<file path="src/rtl/seg_digit_scanner_if.sv">
// Bus bundle between the digit scanner and its environment.
//   Write port : wr_en, wr_addr, wr_data, wr_dp
//   Control    : scan_en, lzb
//   Decoder    : data, latch, blank, decimal_out
//   Display    : digit_sel (one-hot common-cathode select)
// slave  : the scanner (consumes writes/control, drives the decoder side)
// master : the environment (drives writes/control, observes the decoder side)
interface seg_digit_scanner_if #(
  parameter int unsigned DIGITS = 4
);
  localparam int unsigned AW = (DIGITS > 1) ? $clog2(DIGITS) : 1;

  logic              wr_en;
  logic [AW-1:0]     wr_addr;
  logic [3:0]        wr_data;
  logic              wr_dp;
  logic              scan_en;
  logic              lzb;
  logic [3:0]        data;
  logic              latch;
  logic              blank;
  logic              decimal_out;
  logic [DIGITS-1:0] digit_sel;

  modport slave (
    input  wr_en, wr_addr, wr_data, wr_dp, scan_en, lzb,
    output data, latch, blank, decimal_out, digit_sel
  );

  modport master (
    output wr_en, wr_addr, wr_data, wr_dp, scan_en, lzb,
    input  data, latch, blank, decimal_out, digit_sel
  );
endinterface

</file>
<file path="src/rtl/seg_digit_scanner.sv">
// Multiplexed display feeder for a hex-to-7-segment decoder.
// Holds DIGITS nibbles + decimal points, and cycles through them as
// BLANK (dark gap) -> LATCH (strobe nibble into decoder) -> SHOW (digit lit),
// with optional leading-zero blanking.
// Ports:
//   clk   : rising-edge clock
//   reset : synchronous active-high reset, clears store and outputs
//   bus   : seg_digit_scanner_if.slave (write port, control, decoder/display outputs)
module seg_digit_scanner #(
  parameter int unsigned DIGITS       = 4,
  parameter int unsigned PRESCALE     = 16,
  parameter int unsigned BLANK_CYCLES = 2
) (
  input logic                clk,
  input logic                reset,
  seg_digit_scanner_if.slave bus
);

  localparam int unsigned AW   = (DIGITS > 1) ? $clog2(DIGITS) : 1;
  localparam int unsigned CMAX = (PRESCALE > BLANK_CYCLES) ? PRESCALE : BLANK_CYCLES;
  localparam int unsigned CW   = (CMAX > 1) ? $clog2(CMAX) : 1;

  localparam logic [1:0] S_IDLE  = 2'd0;
  localparam logic [1:0] S_BLANK = 2'd1;
  localparam logic [1:0] S_LATCH = 2'd2;
  localparam logic [1:0] S_SHOW  = 2'd3;

  localparam logic [CW-1:0] BLANK_LAST = CW'(BLANK_CYCLES - 1);
  localparam logic [CW-1:0] SHOW_LAST  = CW'(PRESCALE - 1);
  localparam logic [AW-1:0] IDX_LAST   = AW'(DIGITS - 1);

  // Digit store
  logic [3:0] store_nib [DIGITS];
  logic       store_dp  [DIGITS];

  // Sequencer state
  logic [1:0]    state_q, state_n;
  logic [CW-1:0] cnt_q, cnt_n;
  logic [AW-1:0] idx_q, idx_n;
  logic          sup_q, sup_n;

  // Registered outputs
  logic [3:0]        data_q, data_n;
  logic              dp_q, dp_n;
  logic              latch_q, latch_n;
  logic              blank_q, blank_n;
  logic [DIGITS-1:0] sel_q, sel_n;

  logic upper_zero;
  logic sup_c;

  // Next-state sequencing; dropping scan_en aborts to IDLE from anywhere
  always_comb begin
    state_n = state_q;
    cnt_n   = cnt_q;
    idx_n   = idx_q;
    if ((state_q != S_IDLE) && !bus.scan_en) begin
      state_n = S_IDLE;
      cnt_n   = '0;
      idx_n   = '0;
    end else begin
      case (state_q)
        S_IDLE: begin
          if (bus.scan_en) begin
            state_n = S_BLANK;
            cnt_n   = '0;
            idx_n   = '0;
          end
        end
        S_BLANK: begin
          if (cnt_q == BLANK_LAST) begin
            state_n = S_LATCH;
            cnt_n   = '0;
          end else begin
            cnt_n = cnt_q + CW'(1);
          end
        end
        S_LATCH: begin
          state_n = S_SHOW;
          cnt_n   = '0;
        end
        S_SHOW: begin
          if (cnt_q == SHOW_LAST) begin
            state_n = S_BLANK;
            cnt_n   = '0;
            idx_n   = (idx_q == IDX_LAST) ? '0 : idx_q + AW'(1);
          end else begin
            cnt_n = cnt_q + CW'(1);
          end
        end
        default: begin
          state_n = S_IDLE;
          cnt_n   = '0;
          idx_n   = '0;
        end
      endcase
    end
  end

  // Leading-zero test for the digit about to be latched: it and every
  // more-significant nibble are zero. Decimal points are deliberately ignored.
  always_comb begin
    upper_zero = 1'b1;
    for (int unsigned j = 0; j < DIGITS; j++) begin
      if ((j >= 32'(idx_n)) && (store_nib[j] != 4'h0)) begin
        upper_zero = 1'b0;
      end
    end
    sup_c = bus.lzb && (idx_n != '0) && upper_zero;
  end

  // Output values for the state being entered; data/dp/suppress are captured
  // on entry to LATCH so a write during LATCH or SHOW waits for the next pass.
  always_comb begin
    data_n  = data_q;
    dp_n    = dp_q;
    sup_n   = sup_q;
    latch_n = 1'b0;
    blank_n = 1'b1;
    sel_n   = '0;
    case (state_n)
      S_LATCH: begin
        latch_n = 1'b1;
        data_n  = store_nib[idx_n];
        dp_n    = store_dp[idx_n];
        sup_n   = sup_c;
      end
      S_SHOW: begin
        blank_n = sup_q;
        sel_n   = DIGITS'(1) << idx_n;
      end
      default: begin
      end
    endcase
  end

  // State, output and store registers
  always_ff @(posedge clk) begin
    if (reset) begin
      state_q <= S_IDLE;
      cnt_q   <= '0;
      idx_q   <= '0;
      sup_q   <= 1'b0;
      data_q  <= 4'h0;
      dp_q    <= 1'b0;
      latch_q <= 1'b0;
      blank_q <= 1'b1;
      sel_q   <= '0;
      for (int unsigned i = 0; i < DIGITS; i++) begin
        store_nib[i] <= 4'h0;
        store_dp[i]  <= 1'b0;
      end
    end else begin
      state_q <= state_n;
      cnt_q   <= cnt_n;
      idx_q   <= idx_n;
      sup_q   <= sup_n;
      data_q  <= data_n;
      dp_q    <= dp_n;
      latch_q <= latch_n;
      blank_q <= blank_n;
      sel_q   <= sel_n;
      // Addresses past the last digit are dropped
      if (bus.wr_en && (32'(bus.wr_addr) < DIGITS)) begin
        store_nib[bus.wr_addr] <= bus.wr_data;
        store_dp[bus.wr_addr]  <= bus.wr_dp;
      end
    end
  end

  assign bus.data        = data_q;
  assign bus.decimal_out = dp_q;
  assign bus.latch       = latch_q;
  assign bus.blank       = blank_q;
  assign bus.digit_sel   = sel_q;

endmodule
</file>
<file path="src/flat_wrapper.sv">
// flat-port wrapper written by rule: the top's interface ports become plain ports
module seg_digit_scanner_flat 
#(
  parameter int unsigned DIGITS       = 4,
  parameter int unsigned PRESCALE     = 16,
  parameter int unsigned BLANK_CYCLES = 2
)
  (clk, reset, bus_wr_en, bus_wr_addr, bus_wr_data, bus_wr_dp, bus_scan_en, bus_lzb, bus_data, bus_latch, bus_blank, bus_decimal_out, bus_digit_sel);
  seg_digit_scanner_if #(.DIGITS(DIGITS)) bus_i ();
  input logic clk;
  input logic reset;
  input wire logic [$bits(bus_i.wr_en)-1:0] bus_wr_en;
  input wire logic [$bits(bus_i.wr_addr)-1:0] bus_wr_addr;
  input wire logic [$bits(bus_i.wr_data)-1:0] bus_wr_data;
  input wire logic [$bits(bus_i.wr_dp)-1:0] bus_wr_dp;
  input wire logic [$bits(bus_i.scan_en)-1:0] bus_scan_en;
  input wire logic [$bits(bus_i.lzb)-1:0] bus_lzb;
  output wire logic [$bits(bus_i.data)-1:0] bus_data;
  output wire logic [$bits(bus_i.latch)-1:0] bus_latch;
  output wire logic [$bits(bus_i.blank)-1:0] bus_blank;
  output wire logic [$bits(bus_i.decimal_out)-1:0] bus_decimal_out;
  output wire logic [$bits(bus_i.digit_sel)-1:0] bus_digit_sel;
  assign bus_i.wr_en = bus_wr_en;
  assign bus_i.wr_addr = bus_wr_addr;
  assign bus_i.wr_data = bus_wr_data;
  assign bus_i.wr_dp = bus_wr_dp;
  assign bus_i.scan_en = bus_scan_en;
  assign bus_i.lzb = bus_lzb;
  assign bus_data = bus_i.data;
  assign bus_latch = bus_i.latch;
  assign bus_blank = bus_i.blank;
  assign bus_decimal_out = bus_i.decimal_out;
  assign bus_digit_sel = bus_i.digit_sel;
  seg_digit_scanner #(.DIGITS(DIGITS), .PRESCALE(PRESCALE), .BLANK_CYCLES(BLANK_CYCLES)) u_core (.clk(clk), .reset(reset), .bus(bus_i));
endmodule
</file>
<file path="config.mk">
export PLATFORM = sky130hd
export DESIGN_NAME = seg_digit_scanner_flat
export DESIGN_NICKNAME = d
export VERILOG_FILES = /design/src/rtl/seg_digit_scanner_if.sv /design/src/rtl/seg_digit_scanner.sv /design/src/flat_wrapper.sv
export SDC_FILE = /design/constraint.sdc
export NUM_CORES = 1
export LEC_CHECK = 0
export BUFFER_PORTS_ARGS = -buffer_cell sky130_fd_sc_hd__buf_2
export CELL_PAD_IN_SITES_DETAIL_PLACEMENT = 0
export CELL_PAD_IN_SITES_GLOBAL_PLACEMENT = 1
export CORE_ASPECT_RATIO = 0.8
export CORE_UTILIZATION = 35
export CTS_CLUSTER_DIAMETER = 120
export DETAILED_ROUTE_END_ITERATION = 6
export PLACE_DENSITY = 0.74
export SLEW_MARGIN = 0
export SYNTH_ARGS = -nofsm -noshare
export SYNTH_HDL_FRONTEND = slang
export SYNTH_SLANG_ARGS = --single-unit
export TNS_END_PERCENT = 5
</file>
<file path="constraint.sdc">
create_clock -name clk -period 4.1 [get_ports clk]
set_input_delay 0.82 -clock clk [delete_from_list [all_inputs] [get_ports clk]]
set_output_delay 0.82 -clock clk [all_outputs]
set_load 0.01 [all_outputs]
</file>
==> impl_metrics.csv <==
group,metric,value,unit
outcome,status,"finished clean",
global_routing,antenna_found_initial,0,
critical_path,worstSetupStartpoint,"u_core.state_q[1]$_SDFF_PP0_",
logic_synthesis,ys_seq_area_frac,0.497,
cts,cts_buffer_depth,2,
die,coreArea,5500,sq um
timing,period_share,0.622,
timing,slew_headroom,0.440,
critical_path,reg2reg_depth,7,
timing,fin_crit,2.55,ns
logic_synthesis,yosysUniqueCellTypes,47,
logic_synthesis,syn_area_per_cell,10.8,sq um
die,start_util,0.367,
placed_design,io_buffers,22,
logic_synthesis,synthFlopType,"edfxtp_1",
placed_design,routabilityCongestion,0.846,
detailed_routing,dr.pass1.iters,4,
placed_design,dpl.hpwl,3.27,mm
critical_path,setup.worst_path.class,"flip-flop to flip-flop",
cells_and_area,regArea,1000,sq um
logic_synthesis,ys.warnings.count,0,
die,die_h,69.9,microns
critical_path,critical_path_required,4.28,ns
timing,holdWs,0.450,ns
cells_and_area,layout-drive-gt1-share,0.227,
critical_path,crit_path_end,"u_core.bus.data[0]$_SDFFE_PP0P_",
pwr,vdd_drop_max,0.116,mV
cts,cts-resized-gates,0,
logic_synthesis,syn_nets,205,
global_routing,grt_pass1_wl,6.89,mm
detailed_routing,route.vias.total,1456,
critical_path,critPathMaxFanout,11,
timing,finalSetupViolCount,0,
cells_and_area,final_nets,229,
critical_path,cp-start-kind,"flip-flop",
worst_hold_path,hp-start,"u_core.sup_q$_SDFFE_PP0P_",
cts,holdBufCountCts,0,
cts,cts_buffers,5,
critical_path,worstPathArrival,2.73,ns
cells_and_area,fillers,552,
timing,final.setup.tns,0,ns
run,cap_violations,0,
logic_synthesis,synth_common_cells,"and2_1, dfxtp_1, edfxtp_1",
critical_path,end_kind,"flip-flop",
timing,maxSlewViolCount,0,
logic_synthesis,synth.area.top_cells,"edfxtp_1, dfxtp_1, and2_1",
cts,cts_sinks,40,
die,pin_count,23,
global_routing,grt_usage,0.155,
logic_synthesis,synthArstFlopShare,0,
die,fp.dieArea,6070,sq um
detailed_routing,postRouteAntennaNets,0,
global_routing,grt_max_degree,14,
worst_hold_path,min_path_type,"flip-flop to flip-flop",
global_routing,grt_overflow_total,0,
logic_synthesis,yosysMostFrequentCell,"and2_1",
pwr,power.density,345,nW/um^2
timing,finClkSkew,0.00301,ns
detailed_routing,viasPerCell,5.04,
timing,fmax,392,MHz
global_routing,grt_pass1_vias,1329,
critical_path,r2r-end,"u_core.bus.data[0]$_SDFFE_PP0P_",
cts,cts_tree,"yes",
critical_path,r2r_setup_slack,1.55,ns
cts,postCtsSetupBuffers,0,
pwr,power.leakage,0.000820,uW
die,num_rows,24,
detailed_routing,wl_per_cell,15.1,microns
cts,clk_latency,0.30,ns
cts,cts-root-buf,"clkbuf_8",
logic_synthesis,syn_inst,186,
logic_synthesis,synth_area_leader_cell,"edfxtp_1",
logic_synthesis,synth_seq_cells,40,
cells_and_area,multi_input_area,961,sq um
cells_and_area,antenna_cells,0,
cells_and_area,stdcell_area,2280,sq um
detailed_routing,drt_iter0_drc,129,
timing,grt_setup_unrepaired,"false",
detailed_routing,totalWireLength,4.37,mm
timing,finalHoldViolations,0,
cts,clkSlewWorstSetupHoldPaths,0.08,ns
cells_and_area,syn2layout_area_growth,13.2,%
logic_synthesis,synth_area,2020,sq um
cts,h-tree-depth,2,
critical_path,r2r-start,"u_core.state_q[1]$_SDFF_PP0_",
detailed_routing,drc_errors,0,
logic_synthesis,synth_top_area_frac,0.298,
die,die_x,86.8,microns
placed_design,dpl_cell_area,2190,sq um
logic_synthesis,synth-edff-count,20,
timing,worst_pin_slew,0.836,ns
cell usage in the layout (no fill, tap or decap), types with 2 or more instances in the layout:
cell / count
clkbuf_8: 6
and2_1: 23
a311oi_1: 2
ha_1: 7
clkinv_2: 2
o21ai_1: 2
mux2i_1: 10
edfxtp_1: 20
a31oi_1: 2
nor3b_1: 5
dfxtp_1: 20
nand3_1: 9
inv_1: 5
nand2_1: 11
a211oi_1: 3
nor3_1: 3
or2_2: 8
buf_2: 22
nor4_1: 4
a21oi_1: 5
nor2_1: 7
o21ai_0: 6
o221ai_1: 5
state kept, by name (all words and copies together), names as in the netlist:
signal / count
u_core.bus.blank: 1
u_core.bus.digit_sel: 4
u_core.state_q: 2
u_core.cnt_q: 4
u_core.store_nib: 16
u_core.idx_q: 2
u_core.sup_q: 1
u_core.bus.decimal_out: 1
u_core.bus.data: 4
u_core.bus.latch: 1
u_core.store_dp: 4
cell families after synthesis:
group / after synthesis / share of synthesized area
AOI/OAI and AO/OA: 34 / 0.130
adders and majority gates: 7 / 0.0434
buffers and inverters: 10 / 0.0267
DFF: 40 / 0.497
muxes: 10 / 0.0497
and+or+nand+nor: 85 / 0.254
worst max-delay path, stage by stage (launching register included):
cell,delay [ns]
dfxtp_1,0.46
inv_1,0.09
ha_1,0.36
nor2_1,0.21
a31oi_4,0.12
nor3_2,0.71
mux2i_1,0.34
o221ai_1,0.14
area by class of cell:
class | instances | share of cell area
Sequential cell | 40 | 0.439
Multi-Input combinational cell | 136 | 0.421
Timing Repair Buffer | 22 | 0.0483
Tap cell | 78 | 0.0428
Clock buffer | 6 | 0.0362
Inverter | 5 | 0.00823
Clock inverter | 2 | 0.00439
through the flow:
stage	setup WS [ns]	util	power, uW	std cells
after floorplan	2.17	-	495	186
after global placement	1.39	0.398	521	281
after detailed placement	1.42	0.398	521	281
after CTS	1.58	0.415	790	289
after global routing	1.31	0.415	814	289
final	1.55	0.415	786	289
per-layer routing:
| metal | wire, microns | vias to the layer above | track usage | share of wire |
|---|---|---|---|---|
| li1 | - | 731 | - | - |
| met1 | 2360 | 681 | 0.243 | 0.54 |
| met2 | 1670 | 37 | 0.193 | 0.38 |
| met3 | 280 | 7 | 0.0567 | 0.064 |
| met4 | 55 | 0 | 0.0407 | 0.013 |
| met5 | 0 | - | 0 | 0 |
worst min-delay path by stage:
| stage | to | slack, ns | cells after the start |
|---|---|---|---|
| after floorplan | u_core.bus.blank$_SDFF_PP1_ | 0.41 | 1 |
| after global placement | u_core.bus.blank$_SDFF_PP1_ | 0.43 | 1 |
| after detailed placement | u_core.bus.blank$_SDFF_PP1_ | 0.43 | 1 |
| after CTS | u_core.bus.blank$_SDFF_PP1_ | 0.45 | 1 |
| after global routing | u_core.bus.blank$_SDFF_PP1_ | 0.48 | 1 |
| final | u_core.bus.blank$_SDFF_PP1_ | 0.45 | 1 |
power breakdown:
part	switching, uW	internal [uW]
Clock	140	134
Sequential	8.67	437
Combinational	40.3	26.0
Total	189	597
(Power assumes the default switching activity.)
